--- src/rtl/chunked_add_sub_unit.sv ---
// Multi-cycle add/subtract for the LEGv8 datapath: ADD/SUB/ADC/SBC with
// optional NZCV, carry rippled CHUNK bits per cycle behind valid/ready.
module chunked_add_sub_unit #(
  parameter int WIDTH = 64,
  parameter int CHUNK = 16
) (
  input  logic             clk,
  input  logic             reset_n,
  input  logic             in_valid,
  output logic             in_ready,
  input  logic [1:0]       op,
  input  logic             carry_in,
  input  logic             set_flags,
  input  logic [WIDTH-1:0] a,
  input  logic [WIDTH-1:0] b,
  output logic             out_valid,
  input  logic             out_ready,
  output logic [WIDTH-1:0] result,
  output logic [3:0]       nzcv,
  output logic             flags_valid
);

  localparam int NCHUNK = WIDTH / CHUNK;
  localparam int CW = (NCHUNK > 1) ? $clog2(NCHUNK) : 1;
  localparam logic [CW-1:0] LAST = CW'(NCHUNK - 1);

  typedef enum logic [1:0] {
    IDLE,
    BUSY,
    DONE
  } state_e;

  state_e           state_q, state_d;
  logic [WIDTH-1:0] a_q, a_d;
  logic [WIDTH-1:0] b_q, b_d;
  logic [WIDTH-1:0] res_q, res_d;
  logic [CW-1:0]    cnt_q, cnt_d;
  logic             carry_q, carry_d;
  logic             sf_q, sf_d;
  logic             zero_q, zero_d;
  logic [3:0]       nzcv_q, nzcv_d;

  int               base;
  logic [CHUNK-1:0] a_ch;
  logic [CHUNK-1:0] b_ch;
  logic [CHUNK:0]   sum;
  logic             sum_z;
  logic             ovf;

  // Only CHUNK bits of carry chain per cycle; the rest goes via carry_q.
  always_comb begin
    base  = int'(cnt_q) * CHUNK;
    a_ch  = a_q[base +: CHUNK];
    b_ch  = b_q[base +: CHUNK];
    sum   = {1'b0, a_ch} + {1'b0, b_ch}
          + {{CHUNK{1'b0}}, carry_q};
    sum_z = ~|sum[CHUNK-1:0];
    ovf   = (a_q[WIDTH-1] == b_q[WIDTH-1])
          && (sum[CHUNK-1] != a_q[WIDTH-1]);
  end

  always_comb begin
    state_d = state_q;
    a_d     = a_q;
    b_d     = b_q;
    res_d   = res_q;
    cnt_d   = cnt_q;
    carry_d = carry_q;
    sf_d    = sf_q;
    zero_d  = zero_q;
    nzcv_d  = nzcv_q;
    unique case (state_q)
      IDLE: begin
        if (in_valid) begin
          a_d     = a;
          b_d     = op[0] ? ~b : b;
          carry_d = op[1] ? carry_in : op[0];
          sf_d    = set_flags;
          cnt_d   = '0;
          zero_d  = 1'b1;
          nzcv_d  = 4'b0000;
          state_d = BUSY;
        end
      end
      BUSY: begin
        res_d[base +: CHUNK] = sum[CHUNK-1:0];
        carry_d = sum[CHUNK];
        zero_d  = zero_q & sum_z;
        if (cnt_q == LAST) begin
          state_d = DONE;
          if (sf_q) begin
            nzcv_d = {sum[CHUNK-1], zero_q & sum_z,
                      sum[CHUNK], ovf};
          end
        end else begin
          cnt_d = cnt_q + 1'b1;
        end
      end
      DONE: begin
        if (out_ready) state_d = IDLE;
      end
      default: state_d = IDLE;
    endcase
  end

  always_ff @(posedge clk or negedge reset_n) begin
    if (!reset_n) begin
      state_q <= IDLE;
      a_q     <= '0;
      b_q     <= '0;
      res_q   <= '0;
      cnt_q   <= '0;
      carry_q <= 1'b0;
      sf_q    <= 1'b0;
      zero_q  <= 1'b0;
      nzcv_q  <= 4'b0000;
    end else begin
      state_q <= state_d;
      a_q     <= a_d;
      b_q     <= b_d;
      res_q   <= res_d;
      cnt_q   <= cnt_d;
      carry_q <= carry_d;
      sf_q    <= sf_d;
      zero_q  <= zero_d;
      nzcv_q  <= nzcv_d;
    end
  end

  assign in_ready    = (state_q == IDLE);
  assign out_valid   = (state_q == DONE);
  assign flags_valid = (state_q == DONE) && sf_q;
  assign result      = res_q;
  assign nzcv        = nzcv_q;

endmodule

--- config.mk ---
export PLATFORM = sky130hd
export DESIGN_NAME = chunked_add_sub_unit
export DESIGN_NICKNAME = d
export VERILOG_FILES = /design/src/rtl/chunked_add_sub_unit.sv
export SDC_FILE = /design/constraint.sdc
export NUM_CORES = 1
export LEC_CHECK = 0
export CORE_AREA = 2 2 241 124
export CTS_CLUSTER_DIAMETER = 80
export DETAILED_ROUTE_END_ITERATION = 8
export DIE_AREA = 0 0 243 126
export REMOVE_ABC_BUFFERS = 1
export SLEW_MARGIN = 20
export SYNTH_ARGS = -nofsm -noshare
export SYNTH_HDL_FRONTEND = slang
export SYNTH_SLANG_ARGS = --single-unit
export TNS_END_PERCENT = 50
--- constraint.sdc ---
create_clock -name clk -period 4.7 [get_ports clk]
set_clock_uncertainty 0.05 [all_clocks]
set_input_delay 0.94 -clock clk [delete_from_list [all_inputs] [get_ports clk]]
set_output_delay 0.94 -clock clk [all_outputs]
set_load 0.05 [all_outputs]
==> results.sh <==
export IMPL_fillers=2658
export IMPL_vias_per_cell=5.02
export IMPL_syn_avg_cell_area_sq_um=11.8
export IMPL_nNetsFinal=1183
export IMPL_r2r_end="nzcv[2]"
export IMPL_grt_pass1_wl_um=44700
export IMPL_drc=0
export IMPL_cts_tree="done"
export IMPL_grt_total_usage_pct=18.7
export IMPL_clock_tree_root_cell="clkbuf_16"
export IMPL_ys_ff_latch=203
export IMPL_clock_latency_ns=0.50
export IMPL_start_util_pct=34.5
export IMPL_postSynthCellCount=831
export IMPL_yosysUniqueCellTypes=64
export IMPL_ys_flop_type="dfrtp_1"
export IMPL_hpwl_um=20000
export IMPL_cts_made_buffers=21
export IMPL_cts_sinks=203
export IMPL_fin_crit_ns=4.07
export IMPL_p_leak_nw=5.22
export IMPL_maxCapViolations=0
export IMPL_ir_drop_v=0.000437
export IMPL_layout_drive_gt1_share_pct=15.9
export IMPL_tns_ns=0
export IMPL_power_frac_seq_pct=26.2
export IMPL_area_growth_pct=31.8
export IMPL_synth_top_cells_by_count="dfrtp_1, nor2_1, a21oi_1, xnor2_1, mux2_2"
export IMPL_cts_hold_buf=0
export IMPL_grt_pass1_vias=7441
export IMPL_comb_power_share_pct=59.8
export IMPL_switching_share_pct=46.1
export IMPL_slew_headroom_pct=32.0
export IMPL_cellPowerDensity_nw_per_um2=891
export IMPL_rsz0062_at_grt="no"
export IMPL_clk_pin_slew_ns=0.06
export IMPL_wl_per_cell_um=19.5
export IMPL_coreArea_sq_um=28500
export IMPL_synth_area_top_cells="dfrtp_1, mux2_2, mux4_2"
export IMPL_synth_most_common_cell="dfrtp_1"
export IMPL_worst_pin_slew_ns=1.02
export IMPL_globalRouteOverflowTotal=0
export IMPL_pin_count=207
export IMPL_num_rows=44
export IMPL_antenna_found_initial=2
export IMPL_ff2ff_path_depth=11
export IMPL_fmax_mhz=246
export IMPL_p_int_w=0.00623
export IMPL_cts_resized=0
export IMPL_hold_viol_final=0
export IMPL_hp_class="primary input to async pin"
export IMPL_critPathLaunchType="flip-flop"
export IMPL_synth_edf_count=0
export IMPL_crit_path_end_kind="flip-flop"
export IMPL_fin_area_sq_um=13000
export IMPL_async_reset_ff_share_pct=100
export IMPL_clock_path_buffers=3
export IMPL_portBuffers=206
export IMPL_critPathArrivalTime_ns=4.44
export IMPL_yosys_area_top_type_share_pct=51.6
export IMPL_synth_top_area_cell="dfrtp_1"
export IMPL_cp_startpoint="cnt_q[0]"
export IMPL_r2r_start="cnt_q[0]"
export IMPL_die_y_um=126
export IMPL_post_cts_buffers=0
export IMPL_timing_final_crit_share_pct=86.5
export IMPL_path_class="flip-flop to flip-flop"
export IMPL_die_w_um=243
export IMPL_p_sw_w=0.00533
export IMPL_r2r_slack_ns=0.63
export IMPL_ys_seq_area_share_pct=51.6
export IMPL_worstPathRequired_ns=5.08
export IMPL_syn_area_sq_um=9840
export IMPL_dieArea_sq_um=30600
export IMPL_firstDrtPassIters=4
export IMPL_slew_violations=0
export IMPL_gp_congestion=0.794
export IMPL_wirelength_um=27900
export IMPL_status="finished clean"
export IMPL_via_count=7178
export IMPL_drtIter0Drc=500
export IMPL_h_tree_depth=1
export IMPL_yosysWarnings=0
export IMPL_cp_max_fo=16
export IMPL_drtAntennaViolNets=0
export IMPL_post_dp_cell_area_sq_um=12300
export IMPL_p_clk_share_pct=14.0
export IMPL_setup_viol=0
export IMPL_grt_max_degree=197
[through the flow]
step	setup WS [ns]	instances	hold slack, ns	power, W	util (%)
2_1_floorplan	-0.945	785	0.420	0.00779	-
3_3_place_gp	0.717	1392	0.413	0.00985	43.2
3_5_place_dp	0.622	1392	0.423	0.00994	43.2
4_1_cts	0.627	1427	0.439	0.0116	45.5
5_1_grt	0.354	1427	0.462	0.0124	45.5
6_report	0.634	1429	0.425	0.0116	45.5
[worst max-delay path by stage]
stage,slack [ns],cells past startpoint,to
floorplan,-0.95,5,cnt_q[1]
global placement,0.72,11,nzcv[2]
detailed placement,0.62,11,nzcv[2]
CTS,0.63,11,nzcv[2]
global route,0.35,11,nzcv[2]
finish,0.63,11,nzcv[2]
[cell families (layout without fill, tap and decap cells)]
logic type,count (synthesis),count (layout),synth area share (%)
buf+inv,55,260,2.39
compound gates,198,198,13.0
other cells,0,2,0
fa+ha+maj,23,23,3.08
mux,99,99,15.0
simple gates,183,183,8.67
xor+xnor,70,70,6.23
flops,203,203,51.6
[layout make-up]
cell class	count	area [sq um]	area share [%]
antenna	2	5.00	0.0386
clock buffer	27	588	4.53
clock inverter	8	71.3	0.550
inverter	9	33.8	0.260
multi-input combinational	573	4530	34.9
sequential	203	5080	39.2
tap	391	489	3.77
timing repair buffer	216	2180	16.8
[registers in the layout (all words and copies together), names as in the netlist]
name     count
b_q         64
carry_q      1
sf_q         1
a_q         64
nzcv         4
zero_q       1
result      64
cnt_q        2
state_q      2
[critical path, stage by stage (launching register included)]
cell and delay (ns):
dfrtp_2 0.73, mux4_2 0.60, fa_1 0.56, inv_1 0.13, fa_1 0.26, nor2b_4 0.05
o31a_1 0.32, o211a_1 0.28, o41ai_2 0.32, xor2_1 0.38, nand4_1 0.16, o21ai_1 0.14
[placed cells by master (no fill, tap or decap), types with 6 or more instances in the layout]
cell type        Yosys  routed
dfrtp_1            203     201
xnor2_1             67      67
buf_4                2       8
and2_1               7       6
nand2_1             49      49
a22o_1              33      33
clkbuf_16            0      21
a21oi_1             77      77
ha_1                21      21
nor2_1              78      78
inv_1                9       9
mux2_2              66      66
mux4_2              32      32
o21ai_0             41      41
or3_1                8       8
o21a_1               7       7
clkdlybuf4s50_1      0     204
[power groups by stage]
stage / Combinational [W] / Clock [W] / Sequential, W
after detailed placement: 0.00688 / 0 / 0.00306
final: 0.00691 / 0.00162 / 0.00303
after floorplan: 0.00425 / 0 / 0.00354
after global placement: 0.00680 / 0 / 0.00305
after global routing: 0.00756 / 0.00175 / 0.00314
after CTS: 0.00691 / 0.00167 / 0.00304
[metal layers]
layer  global-route usage (%)  vias to the layer above  wire [um]
li1                         -                     3376          -
met1                     29.2                     3573      14200
met2                     26.9                      205      11700
met3                     4.58                       24       1750
met4                     2.20                        0        266
met5                        0                        -          0
Note: power is estimated with default switching activity, not from simulation.
==> edit, RTL diff (same settings) <==
Register the output `flags_valid`, with the module's reset; this adds one clock of latency there. The other outputs are not delayed to match.
--- a/src/rtl/chunked_add_sub_unit.sv
+++ b/src/rtl/chunked_add_sub_unit.sv
@@ -131,3 +131,9 @@
   assign out_valid   = (state_q == DONE);
-  assign flags_valid = (state_q == DONE) && sf_q;
+  always_ff @(posedge clk or negedge reset_n) begin
+    if (!reset_n) begin
+      flags_valid <= '0;
+    end else begin
+      flags_valid <= (state_q == DONE) && sf_q;
+    end
+  end
   assign result      = res_q;
Behaviour: not the same (Yosys sat finds a counterexample within 10 cycles, from zero or initial values and one cycle with reset_n low).
==> edit against the original RTL <==
- sequential share of layout area hardly changed
- wire length rose by 0.72%
- total power rose by 0.51%
- cell area grew 0.38%
- fmax rose by 4.6%
- critical path depth is the same
- synthesized area rose by 0.25%
- sequential cell count is 1 higher
- worst setup slack gained 180 ps
- count of clock-buffer cells in the layout is 1 higher
- highest routed layer is now met5
==> edit: results (changes against the original RTL) <==
* Top cells by area, synth: dfrtp_1 (52%), mux2_2 (7.5%), mux4_2 (7.3%) (was dfrtp_1 (52%), mux2_2 (7.6%), mux4_2 (7.3%))
* Register area share after synthesis at 0.517 (was 0.516)
* WL per Instance at 19.6 um (was 19.5 um)
* M1 GR Usage at 0.302 (was 0.292)
* Status: finished, final reports clean (unchanged)
* Leading post-synthesis cells by instance count: dfrtp_1 (204), nor2_1 (78), a21oi_1 (77) (was dfrtp_1 (203), nor2_1 (78), a21oi_1 (77))
* Post-Synth Adder-Cell Area at 0.0307 (was 0.0308)
* Met3 usage at 0.0443 (was 0.0458)
* Synth Area in Compound Gates at 0.130 (about the same)
* HP Class: reg2reg (was in2async)
* CP arrival at 4270 ps (was 4440 ps)
* GRT Overall Usage at 0.185 (was 0.187)
* RePlAce Congestion at 0.795 (was 0.794)
* Grt met2 use at 0.244 (was 0.269)
* PnR worst setup slack at 814 ps (was 634 ps)
* Maximum vdd drop at 0.512 mV (was 0.437 mV)
* Largest net degree at the start of global routing at 128 (was 197)
* CTS buffer count at 20 (was 21)
* Hold WS at 443 ps (was 425 ps)
* Via count at 7,258 (was 7,178)
* Routed wl met3 at 1840 um (was 1750 um)
* Share of cells above drive strength 1 at 0.159 (about the same)
* Global-route wire length before repair at 43,900 um (was 44,700 um)
* CP Max Fanout at 11 (was 16)
* Lkg Pwr at 0.00525 uW (was 0.00522 uW)
* NumNets Final at 1,184 (was 1,183)
* Post-detail-place hpwl at 20,200 um (was 20,000 um)
## edit: changes by cell type in the layout (fill, tap and decap cells not counted)
| cell | before | now |
|---|---|---|
| dfrtp_1 | 201 | 202 |
| diode_2 | 2 | 1 |
| clkbuf_1 | 2 | 3 |
| bufinv_16 | 1 | 2 |
| buf_8 | 0 | 1 |
| clkinvlp_4 | 1 | 0 |
| clkbuf_8 | 5 | 4 |
| clkinv_4 | 1 | 0 |
| buf_4 | 8 | 9 |
## edit: area by class of cell
type,count,area [sq um],share of cell area
Sequential cell,204,5110,0.392
Multi-Input combinational cell,573,4530,0.348
Timing Repair Buffer,217,2180,0.168
Clock buffer,28,592,0.0454
Tap cell,391,489,0.0376
Clock inverter,7,85.1,0.00653
Inverter,9,33.8,0.00259
Antenna cell,1,2.50,0.000192
## edit: final timing paths
| check | end | depth (start not counted) |
|---|---|---|
| min in group asynchronous | a_q[55] | 1 |
| max in group asynchronous | result[39] | 2 |
| setup reg to reg | zero_q | 11 |
| setup / recovery | zero_q | 11 |
| hold / removal | result[28] | 2 |
| hold reg to reg | result[28] | 2 |
## edit: power by group
part / internal (uW) / total (uW) / leakage [uW] / switching [uW]
Sequential: 2530 / 3020 / 0.00249 / 495
Combinational: 2780 / 6910 / 0.00243 / 4130
Clock: 988 / 1680 / 0.000339 / 696
Total: 6300 / 11600 / 0.00525 / 5320
## edit: worst reg2reg max path: cells and delay by family, from the launching register on
kind / cells / cell delay [ps]
adders and majority gates: 2 / 800
and+or+nand+nor: 2 / 200
muxes: 1 / 580
DFF: 1 / 610
xor gates and xnor gates: 1 / 390
buffers and inverters: 1 / 120
AOI/OAI and AO/OA: 4 / 1060
